File: config.mk
export PLATFORM = sky130hd
export DESIGN_NAME = iram_arbiter_flat
export DESIGN_NICKNAME = d
export VERILOG_FILES = /design/src/rtl/iram_arbiter_if.sv /design/src/rtl/iram_arbiter.sv /design/src/flat_wrapper.sv
export SDC_FILE = /design/constraint.sdc
export NUM_CORES = 1
export LEC_CHECK = 0
export CAP_MARGIN = 10
export CORE_MARGIN = 3
export CORE_UTILIZATION = 34
export DETAILED_ROUTE_END_ITERATION = 10
export GPL_TIMING_DRIVEN = 0
export HOLD_SLACK_MARGIN = 0.03
export MAX_ROUTING_LAYER = met4
export PLACE_DENSITY = 0.88
export RECOVER_POWER = 100
export SYNTH_ARGS = -nofsm -noshare
export SYNTH_HDL_FRONTEND = slang
export SYNTH_SLANG_ARGS = --single-unit
export TNS_END_PERCENT = 1
File: constraint.sdc
create_clock -name clk -period 5.4 [get_ports clk]
set_input_delay 1.08 -clock clk [delete_from_list [all_inputs] [get_ports clk]]
set_output_delay 1.08 -clock clk [all_outputs]
set_load 0.005 [all_outputs]
File: src/rtl/iram_arbiter_if.sv
// Core-side fetch request/grant/return bundle plus the IRAM read port, shared by the arbiter and its users.
// The master side drives requests, addresses and IRAM data. The slave side (the arbiter) drives grants, returns and the IRAM address.
interface iram_arbiter_if #(
    parameter int NUM_CORES = 4
);
    logic [NUM_CORES-1:0]    core_req;
    logic [16*NUM_CORES-1:0] core_addr;
    logic [NUM_CORES-1:0]    core_grant;
    logic [NUM_CORES-1:0]    core_rvalid;
    logic [15:0]             core_rdata;
    logic [15:0]             iram_addr;
    logic [15:0]             iram_rdata;
    logic                    busy;

    modport slave (
        input  core_req,
        input  core_addr,
        input  iram_rdata,
        output core_grant,
        output core_rvalid,
        output core_rdata,
        output iram_addr,
        output busy
    );

    modport master (
        output core_req,
        output core_addr,
        output iram_rdata,
        input  core_grant,
        input  core_rvalid,
        input  core_rdata,
        input  iram_addr,
        input  busy
    );
endinterface

File: src/rtl/iram_arbiter.sv
// Round-robin IRAM fetch arbiter with bounded bursts: the grant is combinational in the request cycle, and rvalid follows one cycle later.
// There is no backpressure. A core holds core_req until it is granted, and a dropped request loses its grant in the same cycle.
module iram_arbiter #(
    parameter int NUM_CORES = 4,
    parameter int MAX_BURST = 4
) (
    input  logic          clk,
    input  logic          rst,
    iram_arbiter_if.slave bus
);
    localparam int              IDX_W     = (NUM_CORES > 1) ? $clog2(NUM_CORES) : 1;
    localparam logic [IDX_W-1:0] LAST_IDX = IDX_W'(NUM_CORES - 1);
    localparam logic [3:0]      BURST_MAX = 4'(MAX_BURST);

    logic [IDX_W-1:0] owner;
    logic             owner_vld;
    logic [3:0]       burst_cnt;
    logic [IDX_W-1:0] rv_idx;
    logic             rv_vld;

    logic [IDX_W-1:0] cand;
    logic [IDX_W-1:0] scan_idx;
    logic             scan_hit;
    logic             keep_owner;
    logic             gnt_vld;
    logic [IDX_W-1:0] gnt_idx;

    // The scan starts just past the owner and visits the owner last.
    always_comb begin
        scan_hit = 1'b0;
        scan_idx = owner;
        cand     = owner;
        for (int k = 1; k <= NUM_CORES; k++) begin
            cand = IDX_W'((int'(owner) + k) % NUM_CORES);
            if (!scan_hit && bus.core_req[cand]) begin
                scan_hit = 1'b1;
                scan_idx = cand;
            end
        end
    end

    // After reset no owner has been established yet. The reset owner, NUM_CORES-1,
    // only seeds the scan so that core 0 gets first priority.
    assign keep_owner = owner_vld && bus.core_req[owner] && (burst_cnt < BURST_MAX);
    assign gnt_vld    = !rst && scan_hit;
    assign gnt_idx    = keep_owner ? owner : scan_idx;

    always_comb begin
        bus.core_grant = '0;
        bus.iram_addr  = 16'd0;
        if (gnt_vld) begin
            bus.core_grant[gnt_idx] = 1'b1;
            bus.iram_addr           = bus.core_addr[16*gnt_idx +: 16];
        end
    end

    assign bus.busy       = gnt_vld;
    assign bus.core_rdata = bus.iram_rdata;

    // rst masks the return, so a fetch caught by a reset is never delivered.
    always_comb begin
        bus.core_rvalid = '0;
        if (rv_vld && !rst) begin
            bus.core_rvalid[rv_idx] = 1'b1;
        end
    end

    always_ff @(posedge clk) begin
        if (rst) begin
            owner     <= LAST_IDX;
            owner_vld <= 1'b0;
            burst_cnt <= 4'd0;
            rv_vld    <= 1'b0;
            rv_idx    <= '0;
        end else begin
            rv_vld <= gnt_vld;
            rv_idx <= gnt_idx;
            if (gnt_vld) begin
                if (owner_vld && (gnt_idx == owner)) begin
                    if (burst_cnt < BURST_MAX) begin
                        burst_cnt <= burst_cnt + 4'd1;
                    end
                end else begin
                    owner     <= gnt_idx;
                    owner_vld <= 1'b1;
                    burst_cnt <= 4'd1;
                end
            end else begin
                burst_cnt <= 4'd0;
            end
        end
    end

    a_grant_onehot0 : assert property (@(posedge clk) $onehot0(bus.core_grant));
    a_grant_when_req : assert property (@(posedge clk) disable iff (rst)
        (|bus.core_req) |-> $onehot(bus.core_grant));
    a_rvalid_onehot0 : assert property (@(posedge clk) $onehot0(bus.core_rvalid));
    a_burst_bound : assert property (@(posedge clk) disable iff (rst) burst_cnt <= BURST_MAX);
    a_busy_grant : assert property (@(posedge clk) bus.busy == (|bus.core_grant));
endmodule

File: src/flat_wrapper.sv
// flat-port wrapper written by rule: the top's interface ports become plain ports
module iram_arbiter_flat 
#(
    parameter int NUM_CORES = 4,
    parameter int MAX_BURST = 4
)
  (clk, rst, bus_core_req, bus_core_addr, bus_iram_rdata, bus_core_grant, bus_core_rvalid, bus_core_rdata, bus_iram_addr, bus_busy);
  iram_arbiter_if #(.NUM_CORES(NUM_CORES)) bus_i ();
  input  logic clk;
  input  logic rst;
  input wire logic [$bits(bus_i.core_req)-1:0] bus_core_req;
  input wire logic [$bits(bus_i.core_addr)-1:0] bus_core_addr;
  input wire logic [$bits(bus_i.iram_rdata)-1:0] bus_iram_rdata;
  output wire logic [$bits(bus_i.core_grant)-1:0] bus_core_grant;
  output wire logic [$bits(bus_i.core_rvalid)-1:0] bus_core_rvalid;
  output wire logic [$bits(bus_i.core_rdata)-1:0] bus_core_rdata;
  output wire logic [$bits(bus_i.iram_addr)-1:0] bus_iram_addr;
  output wire logic [$bits(bus_i.busy)-1:0] bus_busy;
  assign bus_i.core_req = bus_core_req;
  assign bus_i.core_addr = bus_core_addr;
  assign bus_i.iram_rdata = bus_iram_rdata;
  assign bus_core_grant = bus_i.core_grant;
  assign bus_core_rvalid = bus_i.core_rvalid;
  assign bus_core_rdata = bus_i.core_rdata;
  assign bus_iram_addr = bus_i.iram_addr;
  assign bus_busy = bus_i.busy;
  iram_arbiter #(.NUM_CORES(NUM_CORES), .MAX_BURST(MAX_BURST)) u_core (.clk(clk), .rst(rst), .bus(bus_i));
endmodule
# Word-level counts from Yosys, hierarchy flattened

Index checks and enable logic that the tools add are counted.

Register bits after elaboration: 10
Input port bits: 86
Output and inout port bits: 41
Word-level logic and storage cells: 71

$add $sub $neg: 5
Order comparisons: 10
Equality and inequality tests: 2
Shifts and indexed selects: 1
Mux-type cells: 28
Bitwise gates (word level): 2
Reductions and logical operators: 17

Operators by type and width:

| cell                  | number |
|---|---|
| $shiftx A64 B7 Y16    | 1 |
| $lt A2 B3 Y1 const B  | 7 |
| $mux W16              | 1 |
| $mux W1               | 13 |
| $bmux W1 S2           | 5 |
| $logic_and A1 B1 Y1   | 10 |
| $mux W2               | 5 |
| $mux W4               | 2 |
| $add A2 B1 Y2 const B | 2 |
| $add A2 B2 Y2 const B | 2 |
| $add A4 B1 Y4 const B | 1 |
| $demux W1 S2          | 2 |
| $ge A2 B1 Y1 const B  | 2 |
| $logic_not A1 Y1      | 4 |
| $lt A4 B3 Y1 const B  | 1 |
| $reduce_or A3 Y1      | 1 |
| $eq A2 B2 Y1          | 1 |
| $ne A2 B1 Y1 const B  | 1 |
| $not A1 Y1            | 2 |
| $reduce_and A2 Y1     | 1 |
| $reduce_or A2 Y1      | 1 |

# Depth between registers and ports, before layout

Depth in word-level cells: 19
Gate-level depth with buffers: 9
Depth with buffers taken out: 6

# Least setup slack after synthesis

No wires, ideal clock.

Path type: input port to output port
Start: in bus_core_req[1]
End: out bus_iram_addr[12]
Arrival time: 2.866 ns
Data required time: 4.320 ns
Path slack: 1.454 ns
Cell stages on the path: 8
Path through: clkbuf_1 -> mux2_1 -> o32a_1 -> a21bo_2 -> a32oi_4 -> buf_4 -> mux2i_1 -> o22ai_2

Cells in the longest elaborated chain, start to end: 15
Elaborated cells between the ends (all ways): 30
Classes of those cells: 1 x shift; 20 x mux; 9 x reduce/logical

Ends and longest elaborated chain:

| what                          | line               | text |
|---|---|---|
| start: declaration            | flat_wrapper.sv:11 | `input wire logic [$bits(bus_i.core_req)-1:0] bus_core_req;` |
| $bmux W1 S2                   | iram_arbiter.sv:35 | `if (!scan_hit && bus.core_req[cand]) begin` |
| $mux W1 (not written as such) | iram_arbiter.sv:35 |  |
| $mux W1                       | iram_arbiter.sv:35 |  |
| $logic_not A1 Y1              | iram_arbiter.sv:35 |  |
| $logic_and A1 B1 Y1           | iram_arbiter.sv:35 |  |
| $mux W1                       | iram_arbiter.sv:35 |  |
| $logic_not A1 Y1              | iram_arbiter.sv:35 |  |
| $logic_and A1 B1 Y1           | iram_arbiter.sv:35 |  |
| $mux W1                       | iram_arbiter.sv:35 |  |
| $logic_not A1 Y1              | iram_arbiter.sv:35 |  |
| $logic_and A1 B1 Y1           | iram_arbiter.sv:35 |  |
| $mux W2                       | iram_arbiter.sv:35 |  |
| $mux W2                       | iram_arbiter.sv:46 | `assign gnt_idx = keep_owner ? owner : scan_idx;` |
| $shiftx A64 B7 Y16            | iram_arbiter.sv:53 | `bus.iram_addr = bus.core_addr[16*gnt_idx +: 16];` |
| $mux W16 (*)                  | iram_arbiter.sv:51 | `if (gnt_vld) begin` |
| end: declaration              | flat_wrapper.sv:17 | `output wire logic [$bits(bus_i.iram_addr)-1:0] bus_iram_addr;` |

Every way passes the cells marked *; elsewhere a longest branch is shown, timed or not. The select of a mux whose other input is x is not followed.

# Worst setup path after layout

Start: in bus_core_req[0]
End: out bus_iram_addr[10]

Same word-level chain as after synthesis.

==> metrics <==
WHS Endpoint=u_core.owner_vld$_SDFFE_PP0P_; post-synth top area share=around a quarter; mapped cell area=approximately 0.0014 mm2; max-slew violations=0; syn nets=around 250; layout cells sized above 1=about 16%; worst reg-to-reg setup slack=3020 ps; GP Congestion=roughly 0.83; Clk network pwr share=approximately 15%; first-pass GRT wire length=7.65 mm; fin util=67.3%; dpl hpwl=approximately 4.1 mm; status=finished, final reports clean; Worst Path Required=4320 ps; total placed cells including tap cells=320; Nets=between 300 and 400; # diodes=0; post-route design area=~0.0026 mm2; largest net degree at the start of global routing=11; CTS Root Cell=clkbuf_8; Slew @ Worst Pin=~650 ps; DR top layer=met4; CP endpoint kind=output pin; DP Area=0.00256 mm2; Logic pwr share=between 70 and 80%; Vias=approximately 1600; average wire per cell in the routed design=between 15 and 20 um; Final Non-Filler Cells=~320; wirelength, routed=~4.9 mm; crit path kind=in2out; DR DRC count=0; final hold violations=0; Multi-input gate area=roughly 950 um2; Tcrit/Tclk final=a little over nine tenths; main flop type after synthesis=dfxtp_1; row count=22; initial antenna violation count=0; die width=around 71 um; met3 WL=between 200 and 300 um; vias per std cell=roughly 5; Global Route Usage Sum=18.9%; Synth Instances=165; Leak=1.13 nW; port bufs=between 100 and 150; met2 wire length=2.62 mm; worst hold-check path type=reg2reg; Tot Pwr=approximately 0.62 mW; # hold bufs at CTS=0; postcts setup bufs=0; Int Power=between 0.3 and 0.4 mW; VDD IR max=0.107 mV; Initial Util=about 37%; max cap viols=0; Sw Share=a little over a third; sequential share of the synthesized area=around 14%; hold path startpoint=u_core.owner_vld$_SDFFE_PP0P_; Yosys Warn Count=0; Antenna Nets Post-Route=0; P per Cell Area=approximately 240 mW/mm2; CP arrival=roughly 4100 ps; EDFF count, synth=0; initial drt markers=44; gr ovfl total=0; IO Pins=127; Yosys cell types=42; FF-to-FF Start=u_core.owner[1]$_SDFFE_PP1P_; fmax=195 MHz; CTS HTree Levels=1; count leader, synth=mux2i_1; die area=about 0.005 mm2; Hold Path Cell Cnt=2; commonest cells in the netlist=35 x mux2i_1, 18 x buf_4, 14 x nor2_1, 10 x dfxtp_1, 10 x o22ai_2; endpoints failing setup=0; Psw=roughly 0.22 mW; final worst setup slack=between 200 and 300 ps; Synth area leaders=mux2i_1 24%, dfxtp_1 14%, buf_4 9.4%, o22ai_2 8.7%, nor2_1 3.7%; Synth Area per Inst=between 8 and 9 um2; vias in the first global route=between 1500 and 2000; R2R Path End=u_core.burst_cnt[1]$_SDFFE_PP0N_; worst slack, placed=approximately 380 ps; Syn-to-layout area delta=81.5%; PostCTS Resize Cnt=0; register cell area after layout=about 200 um2; Final Skew=just over 3 ps; Detailed Routing Iterations Pass 1=3; Chip Height=70.9 um; Min Clock Period, post-route=5140 ps; Yosys reg bits=10; TritonCTS Buffers=3; setup_tns=0 ps; Reg power frac=between 10% and 20%; core box area=roughly 0.0039 mm2; WL met1=between 1.5 and 2 mm; Clock Sinks=10; Async SR Flop Fraction=0%; RSZ-0062 raised after global routing=false; CTS tree=built; # fillers=between 300 and 400; CP Max Fanout=10; top cell type by total area after synthesis=mux2i_1; max_slew headroom=between 50% and 60%; crit path launch type=input pin; CTS clk-pin slew, worst paths=about 50 ps; clock tree buffer depth=2; Worst Reg-to-Reg Cells=7; clk_lat worst skew=230 ps; hold_ws=468 ps
[registers in the layout, summed over array words and instances (netlist names)]
| signal | flops |
|---|---|
| u_core.owner | 2 |
| u_core.rv_vld | 1 |
| u_core.burst_cnt | 4 |
| u_core.rv_idx | 2 |
| u_core.owner_vld | 1 |
[cells by family (layout without fill, tap and decap cells)]
group	Yosys count	in the layout	share of synthesized area (%)
mux	36	36	25.3
buf+inv	36	147	17.8
xor+xnor	1	1	0.613
compound gates	42	42	27.1
simple gates	39	39	14.3
flops	10	10	14.0
fa+ha+maj	1	1	0.875
[power groups by stage]
| stage | logic, mW | clock network [mW] | registers [mW] |
|---|---|---|---|
| 6_report | 0.436 | 0.0897 | 0.0903 |
| 3_3_place_gp | 0.444 | 0 | 0.0905 |
| 3_5_place_dp | 0.451 | 0 | 0.0915 |
| 4_1_cts | 0.453 | 0.0908 | 0.0901 |
| 5_1_grt | 0.468 | 0.0961 | 0.0915 |
| 2_1_floorplan | 0.270 | 0 | 0.0893 |
[final cells by class]
cell class	count	area share, %
plain buffers	30	8.92
clock buffers	4	2.12
inverters	6	0.868
multi-input cells	119	36.8
flip-flops and latches	10	7.71
well taps	48	2.31
repair buffers	107	41.3
[critical path, stage by stage]
cell and delay, ps:
clkdlybuf4s50_1 470, buf_2 200, or3b_1 360, a21oi_1 290, a2111oi_2 110, a221oi_4 350, nand2_1 270, buf_4 280
o22ai_2 110, clkdlybuf4s50_1 540
[worst max-delay path by stage]
stage                    start                 to  slack [ps]  cells past startpoint
4_1_cts        bus_core_req[3]  bus_iram_addr[10]         360                      9
3_3_place_gp   bus_core_req[3]   bus_iram_addr[5]         420                      9
5_1_grt        bus_core_req[0]   bus_iram_addr[6]         110                     10
6_report       bus_core_req[0]  bus_iram_addr[10]         260                     10
3_5_place_dp   bus_core_req[3]  bus_iram_addr[10]         380                      9
2_1_floorplan  bus_core_req[1]  bus_iram_addr[12]        1450                      8
[layer usage]
metal / vias to the layer above / GRT usage (%)
met3: 6 / 2.84
li1: 809 / -
met5: - / -
met2: 69 / 35.8
met1: 743 / 20.5
met4: 0 / 4.38
[cell usage in the layout (no fill, tap or decap), drive strengths merged]
master         count
mux2i             35
a21oi              6
or2b               2
nand3b             1
mux2               1
o22ai             16
xnor2              1
clkbuf             7
and3               2
o21a               1
ha                 1
a32oi              1
a2111o             1
nand2b             5
clkdlybuf4s50     84
a221oi             2
buf               27
nor3               2
a22oi              1
a2111oi            1
a21boi             2
a211o              1
nor2b              2
o21ai              5
nor3b              1
a211oi             2
nand2              6
dfxtp             10
or3b               1
o31ai              1
a21bo              1
dlygate4sd3       23
o32a               1
inv                6
nor4               2
nor2              14
or4                1
Note: power is estimated with default switching activity, not from simulation.
